**src/rtl/spi_target_pkg.sv**
```systemverilog
// Shared types and command codes for the SPI target register file.
package spi_target_pkg;

   typedef enum logic [2:0] {
      IDLE,
      CMD,
      ADDR,
      WR,
      RD,
      DISCARD
   } state_e;

   localparam logic [7:0] CmdWrite  = 8'h02;
   localparam logic [7:0] CmdRead   = 8'h03;
   localparam logic [7:0] CmdStatus = 8'h05;

endpackage

```
**src/rtl/spi_target_regfile_if.sv**
```systemverilog
// SPI pin bundle: the host drives sck/csb/sd_in, the target returns sd_out with its pad enable.
interface spi_target_regfile_if;

   logic sck;
   logic csb;
   logic sd_in;
   logic sd_out;
   logic sd_en;

   modport master (
      output sck,
      output csb,
      output sd_in,
      input  sd_out,
      input  sd_en
   );

   modport slave (
      input  sck,
      input  csb,
      input  sd_in,
      output sd_out,
      output sd_en
   );

endinterface

```
**src/rtl/spi_target_edge_sync.sv**
```systemverilog
// Synchronizes sck/csb/sd into clk_i and derives SCK rise/fall (qualified by csb low) and csb edges.
module spi_target_edge_sync #(
   parameter int unsigned SyncStages = 2
) (
   input  logic clk_i,
   input  logic rst_ni,
   input  logic sck_i,
   input  logic csb_i,
   input  logic sd_i,
   output logic sck_rise_o,
   output logic sck_fall_o,
   output logic csb_rise_o,
   output logic csb_fall_o,
   output logic sd_o
);

   logic [SyncStages-1:0] sck_sync_q;
   logic [SyncStages-1:0] csb_sync_q;
   logic [SyncStages-1:0] sd_sync_q;
   logic                  sck_prev_q;
   logic                  csb_prev_q;
   logic                  sck_s;
   logic                  csb_s;

   // csb resets to the deselected level so an idle bus produces no edge after reset
   always_ff @(posedge clk_i or negedge rst_ni) begin
      if (!rst_ni) begin
         sck_sync_q <= '0;
         csb_sync_q <= '1;
         sd_sync_q  <= '0;
         sck_prev_q <= 1'b0;
         csb_prev_q <= 1'b1;
      end else begin
         sck_sync_q <= {sck_sync_q[SyncStages-2:0], sck_i};
         csb_sync_q <= {csb_sync_q[SyncStages-2:0], csb_i};
         sd_sync_q  <= {sd_sync_q[SyncStages-2:0], sd_i};
         sck_prev_q <= sck_s;
         csb_prev_q <= csb_s;
      end
   end

   assign sck_s      = sck_sync_q[SyncStages-1];
   assign csb_s      = csb_sync_q[SyncStages-1];
   assign sd_o       = sd_sync_q[SyncStages-1];
   assign sck_rise_o = !csb_s && sck_s && !sck_prev_q;
   assign sck_fall_o = !csb_s && !sck_s && sck_prev_q;
   assign csb_rise_o = csb_s && !csb_prev_q;
   assign csb_fall_o = !csb_s && csb_prev_q;

endmodule

```
**src/rtl/spi_target_regfile.sv**
```systemverilog
// SPI mode-0 target exposing an 8-bit register file, fully in the clk_i domain.
// Define SPI_TARGET_STATUS_EN to add command 0x05 returning {frame_cnt[6:0], last_frame_aborted}.
module spi_target_regfile
   import spi_target_pkg::*;
#(
   parameter int unsigned NumRegs    = 16,
   parameter int unsigned AddrWidth  = $clog2(NumRegs),
   parameter int unsigned SyncStages = 2
) (
   input  logic                 clk_i,
   input  logic                 rst_ni,
   spi_target_regfile_if.slave  spi,
   input  logic [AddrWidth-1:0] reg_raddr_i,
   output logic [7:0]           reg_rdata_o,
   output logic                 wr_valid_o,
   output logic [AddrWidth-1:0] wr_addr_o,
   output logic [7:0]           wr_data_o
);

   logic sck_rise;
   logic sck_fall;
   logic csb_rise;
   logic csb_fall;
   logic sd_sync;

   spi_target_edge_sync #(
      .SyncStages(SyncStages)
   ) u_edge_sync (
      .clk_i     (clk_i),
      .rst_ni    (rst_ni),
      .sck_i     (spi.sck),
      .csb_i     (spi.csb),
      .sd_i      (spi.sd_in),
      .sck_rise_o(sck_rise),
      .sck_fall_o(sck_fall),
      .csb_rise_o(csb_rise),
      .csb_fall_o(csb_fall),
      .sd_o      (sd_sync)
   );

   state_e               state_q;
   logic [2:0]           bit_cnt_q;
   logic [6:0]           shift_in_q;
   logic [7:0]           shift_out_q;
   logic [AddrWidth-1:0] ptr_q;
   logic                 op_wr_q;
   logic [7:0]           regs_q [NumRegs];
   logic                 wr_valid_q;
   logic [AddrWidth-1:0] wr_addr_q;
   logic [7:0]           wr_data_q;
   logic                 sd_o_q;
   logic                 sd_en_q;

   logic [7:0]           rx_byte_d;
   logic                 byte_done_d;
   logic [AddrWidth-1:0] addr_d;
   logic [AddrWidth-1:0] ptr_inc_d;
   logic [7:0]           rd_reload_d;

   assign rx_byte_d   = {shift_in_q, sd_sync};
   assign byte_done_d = sck_rise && (bit_cnt_q == 3'd7);
   assign addr_d      = rx_byte_d[AddrWidth-1:0];
   assign ptr_inc_d   = ptr_q + AddrWidth'(1);

`ifdef SPI_TARGET_STATUS_EN
   logic [6:0] frame_cnt_q;
   logic       aborted_q;
   logic       status_q;
   logic       wr_seen_q;
   logic [7:0] status_byte_d;

   assign status_byte_d = {frame_cnt_q, aborted_q};
   assign rd_reload_d   = status_q ? status_byte_d : regs_q[ptr_inc_d];
`else
   assign rd_reload_d   = regs_q[ptr_inc_d];
`endif

   always_ff @(posedge clk_i or negedge rst_ni) begin
      if (!rst_ni) begin
         state_q     <= IDLE;
         bit_cnt_q   <= '0;
         shift_in_q  <= '0;
         shift_out_q <= '0;
         ptr_q       <= '0;
         op_wr_q     <= 1'b0;
         for (int unsigned i = 0; i < NumRegs; i++) begin
            regs_q[i] <= '0;
         end
         wr_valid_q  <= 1'b0;
         wr_addr_q   <= '0;
         wr_data_q   <= '0;
         sd_o_q      <= 1'b0;
         sd_en_q     <= 1'b0;
`ifdef SPI_TARGET_STATUS_EN
         frame_cnt_q <= '0;
         aborted_q   <= 1'b0;
         status_q    <= 1'b0;
         wr_seen_q   <= 1'b0;
`endif
      end else begin
         wr_valid_q <= 1'b0;
         if (csb_rise) begin
            // end of frame: any partial byte is simply forgotten
            state_q <= IDLE;
            sd_en_q <= 1'b0;
            sd_o_q  <= 1'b0;
`ifdef SPI_TARGET_STATUS_EN
            if (state_q == WR && wr_seen_q) begin
               frame_cnt_q <= frame_cnt_q + 7'd1;
            end
            aborted_q <= (bit_cnt_q != 3'd0);
`endif
         end else begin
            case (state_q)
               IDLE: begin
                  if (csb_fall) begin
                     state_q   <= CMD;
                     bit_cnt_q <= '0;
`ifdef SPI_TARGET_STATUS_EN
                     status_q  <= 1'b0;
                     wr_seen_q <= 1'b0;
`endif
                  end
               end
               DISCARD: ;
               default: begin
                  if (sck_rise) begin
                     bit_cnt_q  <= bit_cnt_q + 3'd1;
                     shift_in_q <= rx_byte_d[6:0];
                  end
                  if (byte_done_d) begin
                     case (state_q)
                        CMD: begin
                           if (rx_byte_d == CmdWrite || rx_byte_d == CmdRead) begin
                              op_wr_q <= (rx_byte_d == CmdWrite);
                              state_q <= ADDR;
`ifdef SPI_TARGET_STATUS_EN
                           end else if (rx_byte_d == CmdStatus) begin
                              status_q    <= 1'b1;
                              state_q     <= RD;
                              sd_en_q     <= 1'b1;
                              shift_out_q <= status_byte_d;
`endif
                           end else begin
                              state_q <= DISCARD;
                           end
                        end
                        ADDR: begin
                           ptr_q       <= addr_d;
                           shift_out_q <= regs_q[addr_d];
                           if (op_wr_q) begin
                              state_q <= WR;
                           end else begin
                              state_q <= RD;
                              sd_en_q <= 1'b1;
                           end
                        end
                        WR: begin
                           regs_q[ptr_q] <= rx_byte_d;
                           wr_valid_q    <= 1'b1;
                           wr_addr_q     <= ptr_q;
                           wr_data_q     <= rx_byte_d;
                           ptr_q         <= ptr_inc_d;
`ifdef SPI_TARGET_STATUS_EN
                           wr_seen_q     <= 1'b1;
`endif
                        end
                        RD: begin
                           ptr_q       <= ptr_inc_d;
                           shift_out_q <= rd_reload_d;
                        end
                        default: ;
                     endcase
                  end
                  if (sck_fall && state_q == RD) begin
                     sd_o_q      <= shift_out_q[7];
                     shift_out_q <= {shift_out_q[6:0], 1'b0};
                  end
               end
            endcase
         end
      end
   end

   assign reg_rdata_o = regs_q[reg_raddr_i];
   assign wr_valid_o  = wr_valid_q;
   assign wr_addr_o   = wr_addr_q;
   assign wr_data_o   = wr_data_q;
   assign spi.sd_out  = sd_o_q;
   assign spi.sd_en   = sd_en_q;

endmodule

```
**src/flat_wrapper.sv**
```systemverilog
// flat-port wrapper written by rule: the top's interface ports become plain ports
module spi_target_regfile_flat import spi_target_pkg::*;
#(
   parameter int unsigned NumRegs    = 16,
   parameter int unsigned AddrWidth  = $clog2(NumRegs),
   parameter int unsigned SyncStages = 2
)
  (clk_i, rst_ni, reg_raddr_i, reg_rdata_o, wr_valid_o, wr_addr_o, wr_data_o, spi_sck, spi_csb, spi_sd_in, spi_sd_out, spi_sd_en);
  spi_target_regfile_if spi_i ();
  input  logic clk_i;
  input  logic rst_ni;
  input  logic [AddrWidth-1:0] reg_raddr_i;
  output logic [7:0] reg_rdata_o;
  output logic wr_valid_o;
  output logic [AddrWidth-1:0] wr_addr_o;
  output logic [7:0] wr_data_o;
  input wire logic [$bits(spi_i.sck)-1:0] spi_sck;
  input wire logic [$bits(spi_i.csb)-1:0] spi_csb;
  input wire logic [$bits(spi_i.sd_in)-1:0] spi_sd_in;
  output wire logic [$bits(spi_i.sd_out)-1:0] spi_sd_out;
  output wire logic [$bits(spi_i.sd_en)-1:0] spi_sd_en;
  assign spi_i.sck = spi_sck;
  assign spi_i.csb = spi_csb;
  assign spi_i.sd_in = spi_sd_in;
  assign spi_sd_out = spi_i.sd_out;
  assign spi_sd_en = spi_i.sd_en;
  spi_target_regfile #(.NumRegs(NumRegs), .AddrWidth(AddrWidth), .SyncStages(SyncStages)) u_core (.clk_i(clk_i), .rst_ni(rst_ni), .spi(spi_i), .reg_raddr_i(reg_raddr_i), .reg_rdata_o(reg_rdata_o), .wr_valid_o(wr_valid_o), .wr_addr_o(wr_addr_o), .wr_data_o(wr_data_o));
endmodule
```
**config.mk**
```make
export PLATFORM = sky130hd
export DESIGN_NAME = spi_target_regfile_flat
export DESIGN_NICKNAME = d
export VERILOG_FILES = /design/src/rtl/spi_target_pkg.sv /design/src/rtl/spi_target_regfile_if.sv /design/src/rtl/spi_target_edge_sync.sv /design/src/rtl/spi_target_regfile.sv /design/src/flat_wrapper.sv
export SDC_FILE = /design/constraint.sdc
export NUM_CORES = 1
export LEC_CHECK = 0
export ABC_AREA = 1
export BUFFER_PORTS_ARGS = -buffer_cell sky130_fd_sc_hd__buf_2
export CORE_MARGIN = 5
export CORE_UTILIZATION = 30
export DETAILED_ROUTE_END_ITERATION = 10
export GPL_TIMING_DRIVEN = 0
export PLACE_DENSITY_LB_ADDON = 0.08
export SYNTH_ARGS = -nofsm -noshare
export SYNTH_HDL_FRONTEND = slang
export SYNTH_HIERARCHICAL = 1
export SYNTH_SLANG_ARGS = --single-unit
export TNS_END_PERCENT = 50
```
**constraint.sdc**
```tcl
create_clock -name clk_i -period 3.26 [get_ports clk_i]
set_clock_uncertainty 0.05 [all_clocks]
set_input_delay 0.489 -clock clk_i [delete_from_list [all_inputs] [get_ports clk_i]]
set_output_delay 0.489 -clock clk_i [all_outputs]
set_load 0.01 [all_outputs]
```
# Yosys cells after proc, flatten, opt, wreduce, memory -nomap -nowiden
# Cells that the tools add are included.
classes:
  bitwise: 7
  eq_ne: 13
  addsub: 2
  magnitude_cmp: 5
  n_reduce_logical: 35
  muxes: 38
ops:
  columns: ["operator", "count"]
  rows:
  - ["128-bit bitwise mux", 1]
  - ["8-bit binary-select mux with 4-bit select", 3]
  - ["8-bit two-way mux", 9]
  - ["8-bit demux with 4-bit select", 1]
  - ["4-bit AND reduction", 6]
  - ["3-bit two-way mux", 7]
  - ["5-bit greater-or-equal comparator (second input constant)", 4]
  - ["4-bit inverter with 5-bit output", 4]
  - ["3-bit case mux with 2 select lines", 3]
  - ["8-bit by 2-bit == test with 1-bit output (second input constant)", 2]
  - ["8-bit case mux with 2 select lines", 1]
  - ["1-bit two-way mux", 12]
  - ["2-bit nonzero test", 6]
  - ["3-bit == test (second input constant)", 3]
  - ["1-bit logical AND", 9]
  - ["2-bit by 1-bit inequality test with 1-bit output (second input constant)", 4]
  - ["4-bit case mux with 2 select lines", 1]
  - ["3-bit by 2-bit == test with 1-bit output (second input constant)", 2]
  - ["3-bit nonzero test", 2]
  - ["5-bit by 1-bit less-than comparator with 1-bit output (second input constant)", 1]
  - ["5-bit AND reduction", 1]
  - ["4-bit by 1-bit adder with 4-bit output (second input constant)", 1]
  - ["1-bit zero test", 4]
  - ["4-bit nonzero test", 1]
  - ["other kinds (9)", 12]
word_totals:
  elab_cells: 132
  register_bits: 177
  input_bits: 9

# Longest topological paths before layout
depth:
  word_depth: 8
  mapped_depth: 15

# Modules after synthesis
# The synthesis kept the hierarchy.
by_module_without_submodules:
  columns: ["mod", "area_per_inst_um2", "seq_area_each_um2", "instances", "cells_per_inst"]
  rows:
  - ["spi_target_regfile", 10807.9, 4229.1, 1, 1585]
  - ["spi_target_edge_sync", 240.2, 203.9, 1, 17]

# Least setup slack after synthesis
# OpenSTA, ideal clock, no wires.
synth_timing:
  kind: "reg-to-reg"
  startpoint: "register u_core.ptr_q[0]"
  endpoint: "register u_core.shift_out_q[4]"
  n_path_buf: 3
  arrival_time_ns: 2.112
  period_less_slack_ns: 2.275
  t_required_ns: 3.097
  path_slack_ns: 0.985
  path_stages_with_launch: 16
  cell_sequence: "dfrtp_1 buf_2 inv_2 clkbuf_1 ha_1 clkinv_1 clkbuf_1 nor2_1 nand2_1 nand3_1 nand3_1 nand2_1 nand2_1 nand3_1 nand2_1 inv_1"
synth_via:
  elab_chain_cells: 8
synth_rtl:
  columns: ["element", "line_no", "text"]
  rows:
  - ["start, declared", "spi_target_regfile.sv:45", "logic [AddrWidth-1:0] ptr_q;"]
  - ["start signal, assigned", "spi_target_regfile.sv:149", "ptr_q <= addr_d;"]
  - ["start signal, assigned", "spi_target_regfile.sv:163", "ptr_q <= ptr_inc_d;"]
  - ["start signal, assigned", "spi_target_regfile.sv:169", "ptr_q <= ptr_inc_d;"]
  - ["4-bit by 1-bit adder with 4-bit output", "spi_target_regfile.sv:63", "assign ptr_inc_d = ptr_q + AddrWidth'(1);"]
  - ["4-bit inverter with 5-bit output (implied by the code)", "spi_target_regfile.sv:75", "assign rd_reload_d = regs_q[ptr_inc_d];"]
  - ["8-bit binary-select mux with 4-bit select", "spi_target_regfile.sv:75", null]
  - ["8-bit two-way mux (implied by the code) (2 in series)", "spi_target_regfile.sv:75", null]
  - ["8-bit case mux with 2 select lines", "spi_target_regfile.sv:132", "case (state_q)"]
  - ["8-bit two-way mux", "spi_target_regfile.sv:131", "if (byte_done_d) begin"]
  - ["8-bit two-way mux", "spi_target_regfile.sv:175", "if (sck_fall && state_q == RD) begin"]
  - ["end signal, assigned", "spi_target_regfile.sv:150", "shift_out_q <= regs_q[addr_d];"]
  - ["end signal, assigned", "spi_target_regfile.sv:170", "shift_out_q <= rd_reload_d;"]
  - ["end signal, assigned", "spi_target_regfile.sv:177", "shift_out_q <= {shift_out_q[6:0], 1'b0};"]
  - ["end, declared", "spi_target_regfile.sv:44", "logic [7:0] shift_out_q;"]
# No other way between the ends. The select of a mux whose other input is x is not followed.
# A chain may end at the register's enable or synchronous reset.

# Worst setup path after layout
layout_timing:
  startpoint: "register u_core.ptr_q[0]"
  endpoint: "register u_core.shift_out_q[7]"
# The elaborated chain is that of the path after synthesis.

==> flow_metrics.py <==
metrics = {
    "logic_synthesis": {
        "yosys-top-cells-area": "dfrtp_1, nand2_1, o21ai_0",
        "synthesis.area_per_instance_um2": 6.896,
        "yosysUniqueCellTypes": 37,
        "synth_common_cells": "nand2_1, dfrtp_1, o21ai_0",
        "synth_area_leader_cell": "dfrtp_1",
        "synthesis.area_um2": 11050,
        "postSynthCellCount": 1602,
        "synth-seq-area-share": 0.4012,
        "synth_top_cell_area_share": 0.3941,
        "synth_enable_flop_cells": 0,
        "most_common_flop_cell_mapped_by_yosys": "dfrtp_1",
        "synth_seq_cells": 177,
        "mappedNetlistNets": 1617,
        "postSynth.asyncResetShare": 1.000,
        "synth.yosys.warnings": 6,
        "synthMostInstantiatedCell": "nand2_1",
    },
    "global_route": {
        "grt_overflow_total": 0,
        "wire_length_of_the_first_global_routing_pass_mm": 76.91,
        "grt_start_max_net_pins": 109,
        "grt_pass1_vias": 10694,
        "antenna_found_initial": 1,
        "grt_util_all_layers": 0.2590,
    },
    "timing": {
        "period_minus_slack_ns": 3.268,
        "finalHoldViolations": 0,
        "max_clock_freq_mhz": 306.0,
        "grt_setup_unrepaired": "no",
        "final.setup.worst_slack_ns": -0.008140,
        "timing.final.crit_share": 1.002,
        "worst_slew_pin_tran_ns": 1.193,
        "final-max-slew-violation-count": 0,
        "finalHoldWorstSlack_ns": 0.06780,
        "number_of_endpoints_failing_setup_at_the_final_stage": 1,
        "max-slew-margin-rel": 0.2044,
    },
    "detailed_routing": {
        "drt_first_iter_violations": 1245,
        "drt.antenna.violating_nets": 0,
        "vias_per_cell": 5.353,
        "drtPass1Iterations": 6,
        "drcViolationCount": 0,
        "via_count": 11402,
        "wl_per_cell_um": 25.01,
        "wirelength_mm": 53.28,
    },
    "placed_design": {
        "place.gp.congestion": 1.027,
        "place_ws_ns": -0.4574,
        "portBuffers": 28,
        "post-dp-hpwl_mm": 39.54,
    },
    "power": {
        "cellInternalPower_mw": 3.698,
        "switching_power_share_of_the_total": 0.3793,
        "power.share.combinational": 0.263,
        "powerDensity_nw_per_um2": 480.3,
        "vdd_ir_drop_max_mv": 0.3918,
        "finalPower_mw": 5.957,
        "pwr-share-seq": 0.387,
        "clockPowerShare": 0.350,
        "power_switching_mw": 2.259,
        "leakagePower_nw": 5.736,
    },
    "floorplanning": {
        "io_pins": 32,
        "std_cell_rows": 70,
        "start_util": 0.3025,
        "floorplan.die.width_um": 201.9,
        "core_um2": 36520,
        "die_h_um": 201.9,
        "design.die.area_um2": 40770,
    },
    "worst_setup_path": {
        "timing.critical_path.slowest_stage_cell": "buf_1",
        "start_kind": "register",
        "crit-reg2reg-launch": "u_core/ptr_q[0]$_DFFE_PN0P_",
        "ff2ff_path_depth": 12,
        "reg2reg_slack_ns": -0.008,
        "rr_endpoint": "u_core/shift_out_q[7]$_DFFE_PN0P_",
        "critical_path.most_common_cell": "nand3_1",
        "data_arrival_time_at_the_worst_slack_endpoint_ns": 3.62,
        "worst-path-max-fanout": 20,
        "timing.critical_path.max_delay_family": "buffers and inverters",
        "critical_path.n_buffers_inverters": 4,
        "worstSetupPathType": "register to register",
        "critPathCaptureType": "register",
        "timing.critical_path.slowest_cell_delay_ns": 0.69,
        "crit_chain": "buf_2 -> inv_2 -> ha_1 -> buf_1 -> nand3_1 -> nand3_1 -> nand3_1 -> nand2_1 -> nand2_1 -> nand3_1 -> nand2_1 -> inv_1",
        "critical_path_required_ns": 3.62,
    },
    "layout": {
        "num-nets-final": 1665,
        "num-fill-cells": 4027,
        "areaGrowthSynthToFinish_pct": 12.25,
        "post_route_cells_drive_above_1_share": 0.09747,
        "antenna_cells": 0,
    },
    "clock_network": {
        "cts.path.max_buffers": 2,
        "worst_skew_pair.late_latency_ns": 0.47,
        "cts.sinks": 177,
        "cts_inserted_buffers": 17,
        "htree_levels": 4,
        "root_buffer": "clkbuf_16",
        "cts_post_setup_buffers_inserted": 0,
        "tritoncts": "done",
        "clk_transition_reported_paths_ns": 0.08,
    },
    "worst_hold_path": {
        "hold_end": "u_core/u_edge_sync/sd_sync_q[0]$_DFF_PN0_",
        "hold-path-cell-count": 1,
        "worst_hold_path_type": "primary input to register",
        "timing.hold.worst.start": "spi_sd_in",
    },
    "run_status": {
        "status": "finished, violations left",
        "violations": "setup timing",
    },
    "flow_run": {
        "cap_viol_max_count": 0,
    },
}
per-stage QoR:
stage                     utilization  instances  instance area (um2)  setup TNS, ns
final                          0.3396       2130                12400      -0.008140
after global routing           0.3396       2130                12400              0
after floorplan                     -       1602                11050              0
after CTS                      0.3394       2130                12400              0
after global placement         0.3224       2098                11770        -262.26
after detailed placement       0.3234       2099                11810         -2.541
logic make-up after synthesis:
kind of cell    synth area share
fa+ha+maj               0.006795
simple gates              0.3042
xor+xnor                0.002945
compound gates            0.1813
buf+inv                   0.1035
flops                     0.4012
power groups by stage:
stage / Combinational [mW] / Clock, mW / Sequential, mW
after floorplan: 0.810 / 0 / 2.33
after global placement: 1.54 / 0 / 2.35
after detailed placement: 1.53 / 0 / 2.34
after CTS: 1.54 / 2.15 / 2.30
after global routing: 1.66 / 2.24 / 2.31
final: 1.57 / 2.08 / 2.31
final cells by class:
class | instances | area [um2] | area share
Clock buffer | 19 | 442.9 | 0.03571
Buffer | 100 | 509.2 | 0.04106
Tap cell | 468 | 585.6 | 0.04722
Inverter | 168 | 635.6 | 0.05125
Clock inverter | 12 | 136.4 | 0.01100
Timing Repair Buffer | 30 | 187.7 | 0.01513
Sequential cell | 177 | 4433 | 0.3574
Multi-Input combinational cell | 1156 | 5472 | 0.4412
per-layer routing:
| layer | GRT usage | up-vias | wire, um |
|---|---|---|---|
| met1 | 0.3663 | 5500 | 24260 |
| li1 | - | 5273 | - |
| met3 | 0.06273 | 105 | 4371 |
| met4 | 0.1055 | 0 | 2181 |
| met5 | 0 | - | 0 |
| met2 | 0.3794 | 524 | 22470 |
worst max-delay path by stage:
stage | cells after the start | endpoint | startpoint | slack (ns)
4_1_cts | 13 | u_core/shift_out_q[5]$_DFFE_PN0P_ | u_core/ptr_q[0]$_DFFE_PN0P_ | 0.02
6_report | 12 | u_core/shift_out_q[7]$_DFFE_PN0P_ | u_core/ptr_q[0]$_DFFE_PN0P_ | -0.008
2_1_floorplan | 15 | u_core/shift_out_q[4]$_DFFE_PN0P_ | u_core/ptr_q[0]$_DFFE_PN0P_ | 0.98
3_5_place_dp | 14 | u_core/shift_out_q[5]$_DFFE_PN0P_ | u_core/ptr_q[0]$_DFFE_PN0P_ | -0.46
3_3_place_gp | 1 | u_core/wr_addr_o[0]$_DFFE_PN0P_ | rst_ni | -1.52
5_1_grt | 8 | reg_rdata_o[4] | reg_raddr_i[1] | 0.0003
sequential cells by signal, indices dropped and copies added, names as in the netlist, 3 cells and up:
register	cells
u_core/regs_q	128
u_core/shift_out_q	8
u_core/wr_data_o	8
u_core/shift_in_q	7
u_core/ptr_q	4
u_core/wr_addr_o	4
u_core/bit_cnt_q	3
u_core/state_q	3
timing repair:
item,4_1_cts,5_1_grt
setup endpoints to repair,7,8
hold endpoints to repair,69,0
gates resized for setup,0,8
hold buffers,1,0
placed cells by master, fill, tap and decap left out, types with 2 or more instances in the layout:
master and instances:
clkbuf_16 17, o21ai_0 173, bufinv_16 2, nand3_1 153, o21ai_1 49, ha_1 6
o211ai_1 19, inv_1 156, buf_4 2, dfstp_2 3, buf_6 13, dfrtp_1 174
nor3_1 2, inv_6 2, a21oi_1 75, clkinv_1 3, clkinvlp_4 3, o21ai_2 24
nand2_1 541, buf_2 45, nand4_1 4, nor2_8 5, clkinv_2 2, o22ai_1 5
clkinv_4 4, clkbuf_1 56, inv_2 8, nor2_1 62, o221ai_1 11, clkbuf_2 5
buf_1 7, nand3_4 3, o31ai_1 2, nand2_4 3, nor2_2 4, nand2_2 9
(Power assumes the default switching activity.)
